$ cat src/rtl/model_fetch_pkg.sv
// model_fetch_pkg
//   Shared types for the model fetch sequencer.
//   mfs_state_t : sequencer FSM states.
//   mfs_beat_t  : tag part of an output-buffer entry. A buffer entry is
//                 {mfs_beat_t, payload}, and the payload is VERTEX_DATA_WIDTH
//                 bits wide. The payload is kept out of the struct so that the
//                 data width stays a module parameter.
package model_fetch_pkg;

    typedef enum logic [2:0] {
        ST_IDLE  = 3'd0,
        ST_LOAD  = 3'd1,
        ST_VERT  = 3'd2,
        ST_IDX   = 3'd3,
        ST_DRAIN = 3'd4
    } mfs_state_t;

    typedef struct packed {
        logic is_index;   // 0 = vertex word, 1 = face/index word
        logic last;       // final word of its buffer
    } mfs_beat_t;

    localparam int MFS_TAG_W = $bits(mfs_beat_t);

endpackage

$ cat src/rtl/mfs_beat_fifo.sv
// mfs_beat_fifo
//   Synchronous FIFO of registered entries. The head entry is read straight
//   out of the storage registers, so rd_data only changes on a clock edge.
//   A write into a full FIFO is accepted only when a read happens in the same
//   cycle. A read from an empty FIFO is ignored.
// Ports:
//   clk, rstn          clock, asynchronous active-low reset (flushes the FIFO)
//   wr_en, wr_data     push side
//   rd_en              pop request; a pop takes effect only when rd_valid is high
//   rd_data, rd_valid  head entry and its valid flag
//   count              number of stored entries
module mfs_beat_fifo #(
    parameter int WIDTH = 74,
    parameter int DEPTH = 2
) (
    input  logic                       clk,
    input  logic                       rstn,
    input  logic                       wr_en,
    input  logic [WIDTH-1:0]           wr_data,
    input  logic                       rd_en,
    output logic [WIDTH-1:0]           rd_data,
    output logic                       rd_valid,
    output logic [$clog2(DEPTH):0]     count
);

    localparam int AW = $clog2(DEPTH);
    localparam int CW = AW + 1;

    logic [WIDTH-1:0] mem [DEPTH];
    logic [AW-1:0]    wr_ptr;
    logic [AW-1:0]    rd_ptr;
    logic             rd_ok;
    logic             wr_ok;

    assign rd_ok    = rd_en && (count != '0);
    assign wr_ok    = wr_en && ((count != CW'(DEPTH)) || rd_ok);
    assign rd_valid = (count != '0);
    assign rd_data  = mem[rd_ptr];

    always_ff @(posedge clk or negedge rstn) begin
        if (!rstn) begin
            wr_ptr <= '0;
            rd_ptr <= '0;
            count  <= '0;
            for (int i = 0; i < DEPTH; i++) begin
                mem[i] <= '0;
            end
        end else begin
            if (wr_ok) begin
                mem[wr_ptr] <= wr_data;
                wr_ptr      <= wr_ptr + 1'b1;
            end
            if (rd_ok) begin
                rd_ptr <= rd_ptr + 1'b1;
            end
            case ({wr_ok, rd_ok})
                2'b10:   count <= count + 1'b1;
                2'b01:   count <= count - 1'b1;
                default: count <= count;
            endcase
        end
    end

endmodule

$ cat src/rtl/model_fetch_sequencer.sv
// model_fetch_sequencer
//   Drives one model_reader per draw request. The sequencer restarts the reader
//   for the requested model and then streams the vertex buffer followed by the
//   index buffer into one output beat stream with valid/ready backpressure.
//
// Handshakes: a transfer happens on a clock edge where valid && ready are both
//   high. Once valid is asserted, it and its payload stay unchanged until that
//   transfer.
//
// Optional feature: define MODEL_FETCH_SEQ_PERF_EN to add perf_stall_cycles.
//   This is a saturating 32-bit count of out_valid && !out_ready cycles. It
//   clears when a request is accepted.
//
// Ports:
//   clk, rstn                        clock, asynchronous active-low reset
//   req_valid/req_ready              draw request handshake
//   req_model_index                  model to fetch
//   rd_rstn, rd_model_index          reader reset and model select
//   rd_ready                         reader header loaded
//   rd_vertex_read_en/rd_index_read_en   reader read strobes (never both high)
//   rd_vertex_data/_dv/_last         reader vertex port
//   rd_index_data/_dv/_last          reader index port
//   out_valid/out_ready/out_data     output beat stream (index words zero-extended)
//   out_is_index, out_last           beat tags
//   done                             one-cycle pulse after the model fully drains
//   busy                             high whenever not IDLE
module model_fetch_sequencer
    import model_fetch_pkg::*;
#(
    parameter int MODEL_INDEX_WIDTH = 4,
    parameter int VERTEX_DATA_WIDTH = 72,
    parameter int INDEX_DATA_WIDTH  = 36,
    parameter int FIFO_DEPTH        = 2
) (
    input  logic                         clk,
    input  logic                         rstn,
    input  logic                         req_valid,
    output logic                         req_ready,
    input  logic [MODEL_INDEX_WIDTH-1:0] req_model_index,
    output logic                         rd_rstn,
    output logic [MODEL_INDEX_WIDTH-1:0] rd_model_index,
    input  logic                         rd_ready,
    output logic                         rd_vertex_read_en,
    output logic                         rd_index_read_en,
    input  logic [VERTEX_DATA_WIDTH-1:0] rd_vertex_data,
    input  logic                         rd_vertex_dv,
    input  logic                         rd_vertex_last,
    input  logic [INDEX_DATA_WIDTH-1:0]  rd_index_data,
    input  logic                         rd_index_dv,
    input  logic                         rd_index_last,
    output logic                         out_valid,
    input  logic                         out_ready,
    output logic [VERTEX_DATA_WIDTH-1:0] out_data,
    output logic                         out_is_index,
    output logic                         out_last,
    output logic                         done,
    output logic                         busy
`ifdef MODEL_FETCH_SEQ_PERF_EN
    ,
    output logic [31:0]                  perf_stall_cycles
`endif
);

    localparam int CW = $clog2(FIFO_DEPTH) + 1;
    localparam int EW = MFS_TAG_W + VERTEX_DATA_WIDTH;

    mfs_state_t state;
    mfs_state_t state_nxt;

    logic [MODEL_INDEX_WIDTH-1:0] model_idx_q;
    logic                         inflight_q;
    logic                         inflight_last_q;
    logic                         issue_last;
    logic                         pop;
    logic                         room;
    logic [CW:0]                  occupancy;
    logic [CW-1:0]                fifo_count;
    logic                         fifo_wr;
    mfs_beat_t                    wr_tag;
    mfs_beat_t                    rd_tag;
    logic [VERTEX_DATA_WIDTH-1:0] wr_payload;
    logic [EW-1:0]                fifo_wr_data;
    logic [EW-1:0]                fifo_rd_data;
    logic                         accept;

    assign req_ready      = (state == ST_IDLE) && rstn;
    assign accept         = req_valid && req_ready;
    assign busy           = (state != ST_IDLE);
    assign rd_rstn        = (state != ST_IDLE);
    assign rd_model_index = model_idx_q;

    // The entry whose dv arrives this cycle is still counted as inflight.
    // This makes the room check conservative by one cycle. It can never
    // overflow the buffer, and it still allows one issue per cycle when the
    // consumer pops every cycle.
    assign pop       = out_valid && out_ready;
    assign occupancy = {1'b0, fifo_count} + {{CW{1'b0}}, inflight_q} - {{CW{1'b0}}, pop};
    assign room      = (occupancy < (CW+1)'(FIFO_DEPTH));

    always_ff @(posedge clk or negedge rstn) begin
        if (!rstn) begin
            state <= ST_IDLE;
        end else begin
            state <= state_nxt;
        end
    end

    always_comb begin
        state_nxt         = state;
        rd_vertex_read_en = 1'b0;
        rd_index_read_en  = 1'b0;
        issue_last        = 1'b0;
        done              = 1'b0;
        case (state)
            ST_IDLE: begin
                if (req_valid) begin
                    state_nxt = ST_LOAD;
                end
            end
            // The first vertex read goes out in the same cycle that the reader
            // reports ready. This saves a cycle of request-to-data latency.
            ST_LOAD: begin
                if (rd_ready) begin
                    if (room) begin
                        rd_vertex_read_en = 1'b1;
                        issue_last        = rd_vertex_last;
                        state_nxt         = rd_vertex_last ? ST_IDX : ST_VERT;
                    end else begin
                        state_nxt = ST_VERT;
                    end
                end
            end
            ST_VERT: begin
                if (room) begin
                    rd_vertex_read_en = 1'b1;
                    issue_last        = rd_vertex_last;
                    if (rd_vertex_last) begin
                        state_nxt = ST_IDX;
                    end
                end
            end
            ST_IDX: begin
                if (room) begin
                    rd_index_read_en = 1'b1;
                    issue_last       = rd_index_last;
                    if (rd_index_last) begin
                        state_nxt = ST_DRAIN;
                    end
                end
            end
            ST_DRAIN: begin
                if ((fifo_count == '0) && !inflight_q) begin
                    done      = 1'b1;
                    state_nxt = ST_IDLE;
                end
            end
            default: state_nxt = ST_IDLE;
        endcase
    end

    // The last flag is captured when the read is issued and travels with the
    // outstanding read. The dv returned one cycle later then carries it.
    always_ff @(posedge clk or negedge rstn) begin
        if (!rstn) begin
            model_idx_q     <= '0;
            inflight_q      <= 1'b0;
            inflight_last_q <= 1'b0;
        end else begin
            if (accept) begin
                model_idx_q <= req_model_index;
            end
            if (rd_vertex_read_en || rd_index_read_en) begin
                inflight_q      <= 1'b1;
                inflight_last_q <= issue_last;
            end else if (rd_vertex_dv || rd_index_dv) begin
                inflight_q <= 1'b0;
            end
        end
    end

    assign fifo_wr         = rd_vertex_dv || rd_index_dv;
    assign wr_tag.is_index = rd_index_dv;
    assign wr_tag.last     = inflight_last_q;
    assign wr_payload      = rd_index_dv ? VERTEX_DATA_WIDTH'(rd_index_data) : rd_vertex_data;
    assign fifo_wr_data    = {wr_tag, wr_payload};

    mfs_beat_fifo #(
        .WIDTH (EW),
        .DEPTH (FIFO_DEPTH)
    ) u_fifo (
        .clk      (clk),
        .rstn     (rstn),
        .wr_en    (fifo_wr),
        .wr_data  (fifo_wr_data),
        .rd_en    (out_ready),
        .rd_data  (fifo_rd_data),
        .rd_valid (out_valid),
        .count    (fifo_count)
    );

    assign rd_tag       = fifo_rd_data[EW-1:VERTEX_DATA_WIDTH];
    assign out_data     = fifo_rd_data[VERTEX_DATA_WIDTH-1:0];
    assign out_is_index = rd_tag.is_index;
    assign out_last     = rd_tag.last;

`ifdef MODEL_FETCH_SEQ_PERF_EN
    always_ff @(posedge clk or negedge rstn) begin
        if (!rstn) begin
            perf_stall_cycles <= '0;
        end else if (accept) begin
            perf_stall_cycles <= '0;
        end else if (out_valid && !out_ready && (perf_stall_cycles != '1)) begin
            perf_stall_cycles <= perf_stall_cycles + 32'd1;
        end
    end
`endif

endmodule

$ cat config.mk
export PLATFORM = sky130hd
export DESIGN_NAME = model_fetch_sequencer
export DESIGN_NICKNAME = d
export VERILOG_FILES = /design/src/rtl/model_fetch_pkg.sv /design/src/rtl/mfs_beat_fifo.sv /design/src/rtl/model_fetch_sequencer.sv
export SDC_FILE = /design/constraint.sdc
export NUM_CORES = 1
export LEC_CHECK = 0
export ABC_AREA = 1
export CORE_MARGIN = 2
export CORE_UTILIZATION = 45
export CTS_CLUSTER_DIAMETER = 120
export DETAILED_ROUTE_END_ITERATION = 6
export PLACE_DENSITY = 0.87
export SYNTH_ARGS = -nofsm -noshare
export SYNTH_HDL_FRONTEND = slang
export SYNTH_SLANG_ARGS = --single-unit
$ cat constraint.sdc
create_clock -name clk -period 2.6 [get_ports clk]
set_input_delay 0.52 -clock clk [delete_from_list [all_inputs] [get_ports clk]]
set_output_delay 0.52 -clock clk [all_outputs]
set_load 0.005 [all_outputs]
* Yosys cells after proc, flatten, opt, wreduce, memory -nomap -nowiden *
Cells that the tools add are included.

storage, ports and cells
  flip-flop bits (word level) = 161
  bits of input ports = 121
  output and inout bits = 85
  logic and storage cells = 82

operators by class
  add/subtract/negate cells = 6
  $lt $le $gt $ge = 4
  equal/unequal tests = 14
  multiplexer cells = 30
  bitwise gates (word level) = 2
  reduce and logical (&&, ||, !) cells = 17

operators with widths
  kind                                                         number
  two-way mux 74 bit                                           4
  bitwise mux 148 bit                                          1
  demux 74 bit (select 1 bit)                                  1
  two-way mux 72 bit                                           1
  two-way mux 3 bit                                            7
  inequality test 2 bit (second input constant)                8
  one-hot mux 3 bit (5 select lines)                           1
  two-way mux 1 bit                                            12
  AND reduction 7 bit                                          1
  == test 3 x 2 -> 1 bit (second input constant)               2
  logical AND 1 bit                                            6
  nonzero test 2 bit                                           3
  greater-or-equal comparator 2 bit (second input constant)    2
  inverter 1 -> 2 bit                                          2
  one-hot mux 2 bit (2 select lines)                           1
  adder 2 x 1 -> 3 bit                                         1
  == test 3 x 1 -> 1 bit (second input constant)               1
  == test 3 bit (second input constant)                        1
  zero test 3 bit                                              1
  logical OR 1 bit                                             3
  less-than comparator 3 x 2 -> 1 bit (second input constant)  1
  one-hot mux 1 bit (3 select lines)                           1
  nonzero test 3 bit                                           1
  subtractor 3 x 1 -> 3 bit                                    1
  other kinds (9)                                              10

* Longest topological paths before layout *
Gate-level depths: netlist of run 1.

  depth in word-level cells = 9
  mapped depth = 16
  mapped depth without buffers = 16

* By module *
A second synthesis of run 1 with hierarchy kept.

second synthesis, totals
  cell total of the unflattened synthesis = 1,209
  area, all modules = 8,632.0 um2

modules (own cells, without submodules)
  module                 instances  cells each  area each (um2)  seq. area each (um2)
  mfs_beat_fifo          1          923         7,228.2          3,803.6
  model_fetch_sequencer  1          286         1,403.8          225.2

* Least setup slack after synthesis of run 1 *
No wires, ideal clock.

  path kind = reg-to-output
  start = register u_fifo.count[1]
  end = output port rd_index_read_en
  arrival = 2.123 ns
  data required time = 2.080 ns
  setup slack = -0.043 ns
  cell stages (with the launch flop) = 12
  buffers on the path = 0
  path through = dfrtp_1 -> inv_2 -> nand2_2 -> nand2_2 -> inv_1 -> ha_1 -> or2_2 -> fa_1 -> nand3_1 -> inv_1 -> nand2_1 -> inv_1

on the way
  word-level cells in the longest chain between the ends = 6
  elaborated cells between the ends (all ways) = 7
  those cells by class = 2 x add/sub; 1 x order compare; 2 x mux; 2 x reduce/logical

ends and longest elaborated chain
  item                                 RTL line                      text
  from (decl)                          mfs_beat_fifo.sv:23           output logic [$clog2(DEPTH):0] count
  from (signal assigned)               mfs_beat_fifo.sv:57           2'b10: count <= count + 1'b1;
  from (signal assigned)               mfs_beat_fifo.sv:58           2'b01: count <= count - 1'b1;
  from (signal assigned)               mfs_beat_fifo.sv:59           default: count <= count;
  nonzero test 2 bit                   mfs_beat_fifo.sv:37           assign rd_valid = (count != '0);
  via out_valid                        model_fetch_sequencer.sv:51   output logic out_valid,
  logical AND 1 bit                    model_fetch_sequencer.sv:96   assign pop = out_valid && out_ready;
  via pop                              model_fetch_sequencer.sv:74   logic pop;
  subtractor 3 x 1 -> 3 bit            model_fetch_sequencer.sv:97   assign occupancy = {1'b0, fifo_count} + {{CW{1'b0}}, inflight_q} - {{CW{1'b0}}, pop};
  less-than comparator 3 x 2 -> 1 bit  model_fetch_sequencer.sv:98   assign room = (occupancy < (CW+1)'(FIFO_DEPTH));
  two-way mux 1 bit                    model_fetch_sequencer.sv:143  if (room) begin
  two-way mux 1 bit                    model_fetch_sequencer.sv:114  case (state)
  to (decl)                            model_fetch_sequencer.sv:44   output logic rd_index_read_en,

The timed path passes the listed nets, and every way through them passes these cells.

* Final worst setup path of run 1 *
  start = register u_fifo.count[0]
  end = output port rd_vertex_read_en

on the way
  word-level cells in the longest chain between the ends = 7
  elaborated cells between the ends (all ways) = 8
  those cells by class = 2 x add/sub; 1 x order compare; 3 x mux; 2 x reduce/logical

ends and longest elaborated chain
  item                                     RTL line                                                    text
  nonzero test 2 bit (*)                   mfs_beat_fifo.sv:37
  logical AND 1 bit (*)                    model_fetch_sequencer.sv:96
  via pop                                  model_fetch_sequencer.sv:74
  subtractor 3 x 1 -> 3 bit (*)            model_fetch_sequencer.sv:97
  less-than comparator 3 x 2 -> 1 bit (*)  model_fetch_sequencer.sv:98
  two-way mux 1 bit (*)                    model_fetch_sequencer.sv:124, model_fetch_sequencer.sv:134
  two-way mux 1 bit                        model_fetch_sequencer.sv:123                                if (rd_ready) begin
  one-hot mux 1 bit (2 select lines) (*)   model_fetch_sequencer.sv:114
  to (decl)                                model_fetch_sequencer.sv:43                                 output logic rd_vertex_read_en,

Mark *: on every way through the listed nets, which the timed path passes. The rest lies on a longest branch.

==> metrics, run 1 <==
status complete, but fails checks; failing checks negative setup slack; Initial Utilization 0.4614; Post-synth EDFFs 0; vias after detailed routing 7882; Synth top area share 0.5031; GR Overflow Total 0; Clock transition at path regs 0.07 ns; Cells after Synth 1099; row count 48; fin crit period 3.011 ns; post-route insts no fill 1581; io pins 206; CP Class reg2out; Max Fclk between 300 and 400 MHz; flop2flop setup slack -0.27 ns; Nets between 1000 and 1500; Area growth syn-to-layout 47.02%; global-route wire length before repair 34.33 mm; Avg Cell Area, Syn 7.286 µm²; crit path DAT 2.49 ns; dominant synthesized flop cell dfrtp_1; endpoints failing setup 6; H-Tree Depth 4; insertion delay to the later sink of the worst-skew pair about 0.42 ns; vias per cell ~5; Synth area leaders dfrtp_1 (50%), nand2_1 (24%), inv_1 (6.0%); Tot GR Track Use 0.2295; DRT Pass-1 Iters 6; core footprint around 17000 µm²; PwrDens 1236 nW/µm²; most frequent cell after synthesis nand2_1; clk_skew 0.01134 ns; Setup crit start kind flop; largest net degree at the start of global routing between 80 and 90; share of cells above drive strength 1 0.1137; CTS max path bufs 2; # fillers 1283; max-cap violation count 0; FF+latch count, synth 161; Die H approximately 140 µm; synth cell count leaders nand2_1 (518), dfrtp_1 (161), inv_1 (127); RSZ-0062 raised after global routing true; number of synthesis warnings 0; Worst Hold Class in2async; Synth area leader dfrtp_1; critical path required time 2.08 ns; post-route antenna net violation count 0; Slew headroom 0.3711; Iteration-0 DRC Markers 649; Root Buffer clkbuf_16; initial antenna violation count 0; static leakage 5.913 nW; Die Wd roughly 140 µm; Num Clock Sinks 161; area of the multi-input gates between 3000 and 4000 µm²; Async S/R FF share, synth 1.000; Residual DRC 0; dpl cells 1490; FF+latch area 4033 µm²; CTS buffer count 17; PortBufs 205; full die area ~19000 µm²; Seq/Total Area, Yosys 0.5031; Cell variety after synth 29; final hold violation count 0; Detailed Route WL 25.03 mm; crit end category output pin; syn_nets 1223; Pins Over Slew Limit 0; final worst path period share 1.158; Wirelength per Cell between 15 and 20 µm; Setup WS post-layout -0.4108 ns; vias in the first global route 7354; Placer Congestion 0.8098; DP HPWL roughly 13 mm; worst-margin pin slew roughly 0.94 ns; TNS Setup -1.606 ns; CTS Hold Bufs 0; synthesized cell area 8008 µm²; Peak VDD IR 0.0008536 V; crit-path max FO 2; TritonCTS clock tree yes
-- worst max-delay path: stages (launching register included) --
cell and delay [ns]:
dfrtp_1 0.39, inv_2 0.07, nand2_2 0.06, nand2_2 0.08
inv_2 0.06, ha_4 0.21, or2_4 0.23, fa_2 0.54
nand3_2 0.08, inv_2 0.08, buf_6 0.10, nand2_4 0.04
inv_2 0.04, buf_6 0.08
-- registers in the layout (all words and copies together), names as in the netlist --
register,flops
u_fifo.count,2
rd_model_index,4
inflight_q,1
state,3
u_fifo.wr_ptr,1
u_fifo.rd_ptr,1
u_fifo.mem,148
inflight_last_q,1
-- where the power goes --
group,switching [mW],internal (mW),leakage [nW]
clock,1.01,1.57,0.294
combinational,3.90,3.84,3.57
sequential,0.584,3.64,2.05
-- cell families after synthesis --
kind of cell	synth area share
AND/OR/NAND/NOR	0.2825
buffers and inverters	0.1102
flip-flops	0.5031
AO/OA/AOI/OAI	0.09531
XOR/XNOR	0.003282
adder cells (fa/ha/maj)	0.005625
-- layout make-up --
type / instances / share of cell area
Antenna cell: 1 / 0.0002126
Clock buffer: 21 / 0.03911
Clock inverter: 11 / 0.01307
Inverter: 131 / 0.04304
Multi-Input combinational cell: 745 / 0.2753
Sequential cell: 161 / 0.3425
Tap cell: 225 / 0.02391
Timing Repair Buffer: 286 / 0.2628
-- layer usage --
layer / track usage / routed length (µm) / vias up
li1: - / - / 3815
met1: 0.2966 / 10200 / 3684
met2: 0.3839 / 12440 / 345
met3: 0.05224 / 1983 / 38
met4: 0.07274 / 410 / 0
met5: 0 / 0 / -
-- stage by stage --
step           utilization  area (µm²)  hold WS [ns]  power, mW  worst slack, ns
3_5_place_dp        0.5898       10240        0.4591      10.10          -0.8855
5_1_grt             0.6781       11770        0.1481      15.51          -0.5315
2_1_floorplan            -        8020        0.2244      7.432        0.0003746
6_report            0.6783       11770        0.1383      14.55          -0.4108
3_3_place_gp        0.5898       10240        0.4563      9.904          -0.8234
4_1_cts             0.6476       11240        0.1274      13.25          -0.3852
-- worst paths after layout --
kind                                   start                end  cells after the start
setup / recovery             u_fifo.count[0]  rd_vertex_read_en                     13
hold / removal                          rstn     u_fifo.mem[53]                      2
setup reg to reg             u_fifo.count[0]    inflight_last_q                     19
hold reg to reg            rd_model_index[0]  rd_model_index[0]                      2
max in group asynchronous               rstn     u_fifo.mem[93]                      3
min in group clk           rd_model_index[0]  rd_model_index[0]                      2
-- cell usage in the layout (no fill, tap or decap), drive strengths merged, types with 2 or more instances in the layout --
cell type,synthesis,final
nand2,523,523
clkdlybuf4s50,0,198
dfrtp,161,161
o21ai,150,150
inv,130,132
buf,36,74
nor2,47,47
clkbuf,26,34
nand3,10,10
clkinv,1,5
bufinv,0,3
xor2,2,2
nand3b,2,2
ha,2,2
clkinvlp,0,2
or2,2,2
-- repair_timing --
item,in CTS,in global routing
resized for setup,42,29
endpoints found under the setup margin,46,163
pin swaps,8,1
buffers inserted,40,8
cloned,0,20
No activity file was read; power rests on OpenSTA's default activity.
==> run 2: changes to the inputs <==
SKIP_LAST_GASP = 1   (was default)
==> metrics, run 2 (synthesis gave the netlist of run 1 again) <==
Peak VDD IR 0.0008413 V; core footprint 17360 µm²; CTS buffer count 17; io pins 206; Clock power frac 0.179; H-Tree Depth 4; worst-margin pin slew 0.9529 ns; Placer Congestion between 0.8 and 0.9; Residual DRC 0; initial antenna violation count 0; Max Fclk 332.8 MHz; max-cap violation count 0; dpl ws -0.8855 ns; DP HPWL 13.23 mm; row count 48; Nets approximately 1500; Tot GR Track Use 0.2258; switching power 5.457 mW; endpoints failing setup 4; design area between 10000 and 15000 µm²; share of cells above drive strength 1 0.1062; Internal Power 8.944 mW; failing checks negative setup slack; final hold slack roughly 0.13 ns; crit-path max FO 2; Die Wd roughly 140 µm; Worst path most repeated cell inv_2; crit end category output pin; Flop pwr share 0.293; Top reg by flops u_fifo.mem; Setup WS post-layout -0.4047 ns; Pins Over Slew Limit 0; share of total power in combinational logic 0.528; vias per cell 5.013; GR Overflow Total 0; largest net degree at the start of global routing 83; static leakage 5.855 nW; Die H approximately 140 µm; Initial Utilization 0.4614; Slowest-stage cell, CP fa_2; Slew headroom 0.3647; fin crit period 3.005 ns; global-route wire length before repair 33.82 mm; crit path DAT 2.48 ns; Buf/Inv on CP 6; final hold violation count 0; CTS max path bufs 2; CP delay by family, top adder cells; TritonCTS clock tree yes; Switching Fraction 0.3789; most frequent cells in the layout nand2_1 (513), clkdlybuf4s50_1 (198), dfrtp_1 (160), inv_1 (123), o21ai_0 (75); PortBufs just over 200; vias after detailed routing just under 8000; post-route antenna net violation count 0; critical path required time between 2 and 2.5 ns; Clock transition at path regs approximately 0.07 ns; Worst Hold Class in2async; Area growth syn-to-layout 45.56%; final worst path period share 1.156; Root Buffer clkbuf_16; slowest stage delay, CP 0.54 ns; Core Util, Final 0.6716; Setup crit start kind flop; Diodes inserted 0; insertion delay to the later sink of the worst-skew pair 0.41 ns; DRT Pass-1 Iters 6; RSZ-0062 raised after global routing true; PwrDens 1236 nW/µm²; most common cell after layout, fill and taps aside nand2_1; Iteration-0 DRC Markers roughly 640; max reg flops 148; clk_skew 0.009981 ns; full die area 18880 µm²; CTS Hold Bufs 0; CP Class reg2out; critical path, cell by cell inv_2, nand2_2, nand2_2, inv_2, ha_4, or2_4, fa_2, nand3_2, inv_2, buf_6, nand2_4, inv_2, buf_6; DP Area 10240 µm²; Wirelength per Cell between 15 and 20 µm; Num Clock Sinks 161; status complete, but fails checks; Detailed Route WL 24.74 mm; vias in the first global route roughly 7300
[run 2: stage by stage]
stage	cells	power [mW]	setup TNS, ns
3_3_place_gp	1490	9.904	-2.196
5_1_grt	1572	15.33	-1.813
6_report	1572	14.40	-0.9388
3_5_place_dp	1490	10.10	-2.730
4_1_cts	1561	13.17	-45.45
2_1_floorplan	1099	7.432	0
[run 2: final timing paths]
check | startpoint | endpoint | slack (ns) | depth (start not counted)
worst min-delay path | rstn | u_fifo.mem[65] | 0.13 | 2
max in group asynchronous | rstn | u_fifo.mem[19] | 1.17 | 3
worst min register to register | rd_model_index[0] | rd_model_index[0] | 0.47 | 2
min in group clk | rd_model_index[0] | rd_model_index[0] | 0.47 | 2
worst max register to register | u_fifo.count[1] | u_fifo.mem[140] | 0.08 | 18
worst max-delay path | u_fifo.count[1] | rd_vertex_read_en | -0.40 | 13
[run 2: repair_timing]
action / 4_1_cts / 5_1_grt
setup buffers: 40 / 6
cloned: 0 / 19
gates resized for setup: 21 / 38
endpoints found under the hold margin: 0 / 0
setup endpoints to repair: 46 / 163
pin swaps: 7 / 3
[run 2: layout make-up]
class                      count  area, µm²
fill                        1308       5700
sequential                   161       4033
multi-input combinational    745       3234
timing repair buffer         278       2987
inverter                     131      506.7
clock buffer                  21      460.4
tap                          225      281.5
clock inverter                11      153.9
[run 2: power by group through the flow]
stage	clock network (mW)	registers [mW]	logic, mW
finish	2.58	4.22	7.60
floorplan	0	4.03	3.40
CTS	2.61	4.17	6.38
global placement	0	4.21	5.69
global route	2.73	4.32	8.28
detailed placement	0	4.26	5.84
[run 2: routing by layer]
layer,track usage,routed length [µm],vias up
met4,0.06987,413,0
met1,0.2920,10330,3716
met2,0.3789,12090,325
met5,0,0,-
li1,-,-,3800
met3,0.05040,1904,39
==> run 3: changes to the inputs <==
GPL_TIMING_DRIVEN = 1   (was default)
HOLD_SLACK_MARGIN = 0.1   (was default)
SLEW_MARGIN = 20   (was default)
==> results of run 3 <==
Final layout, timing and power as in run 2 (identical DEF).
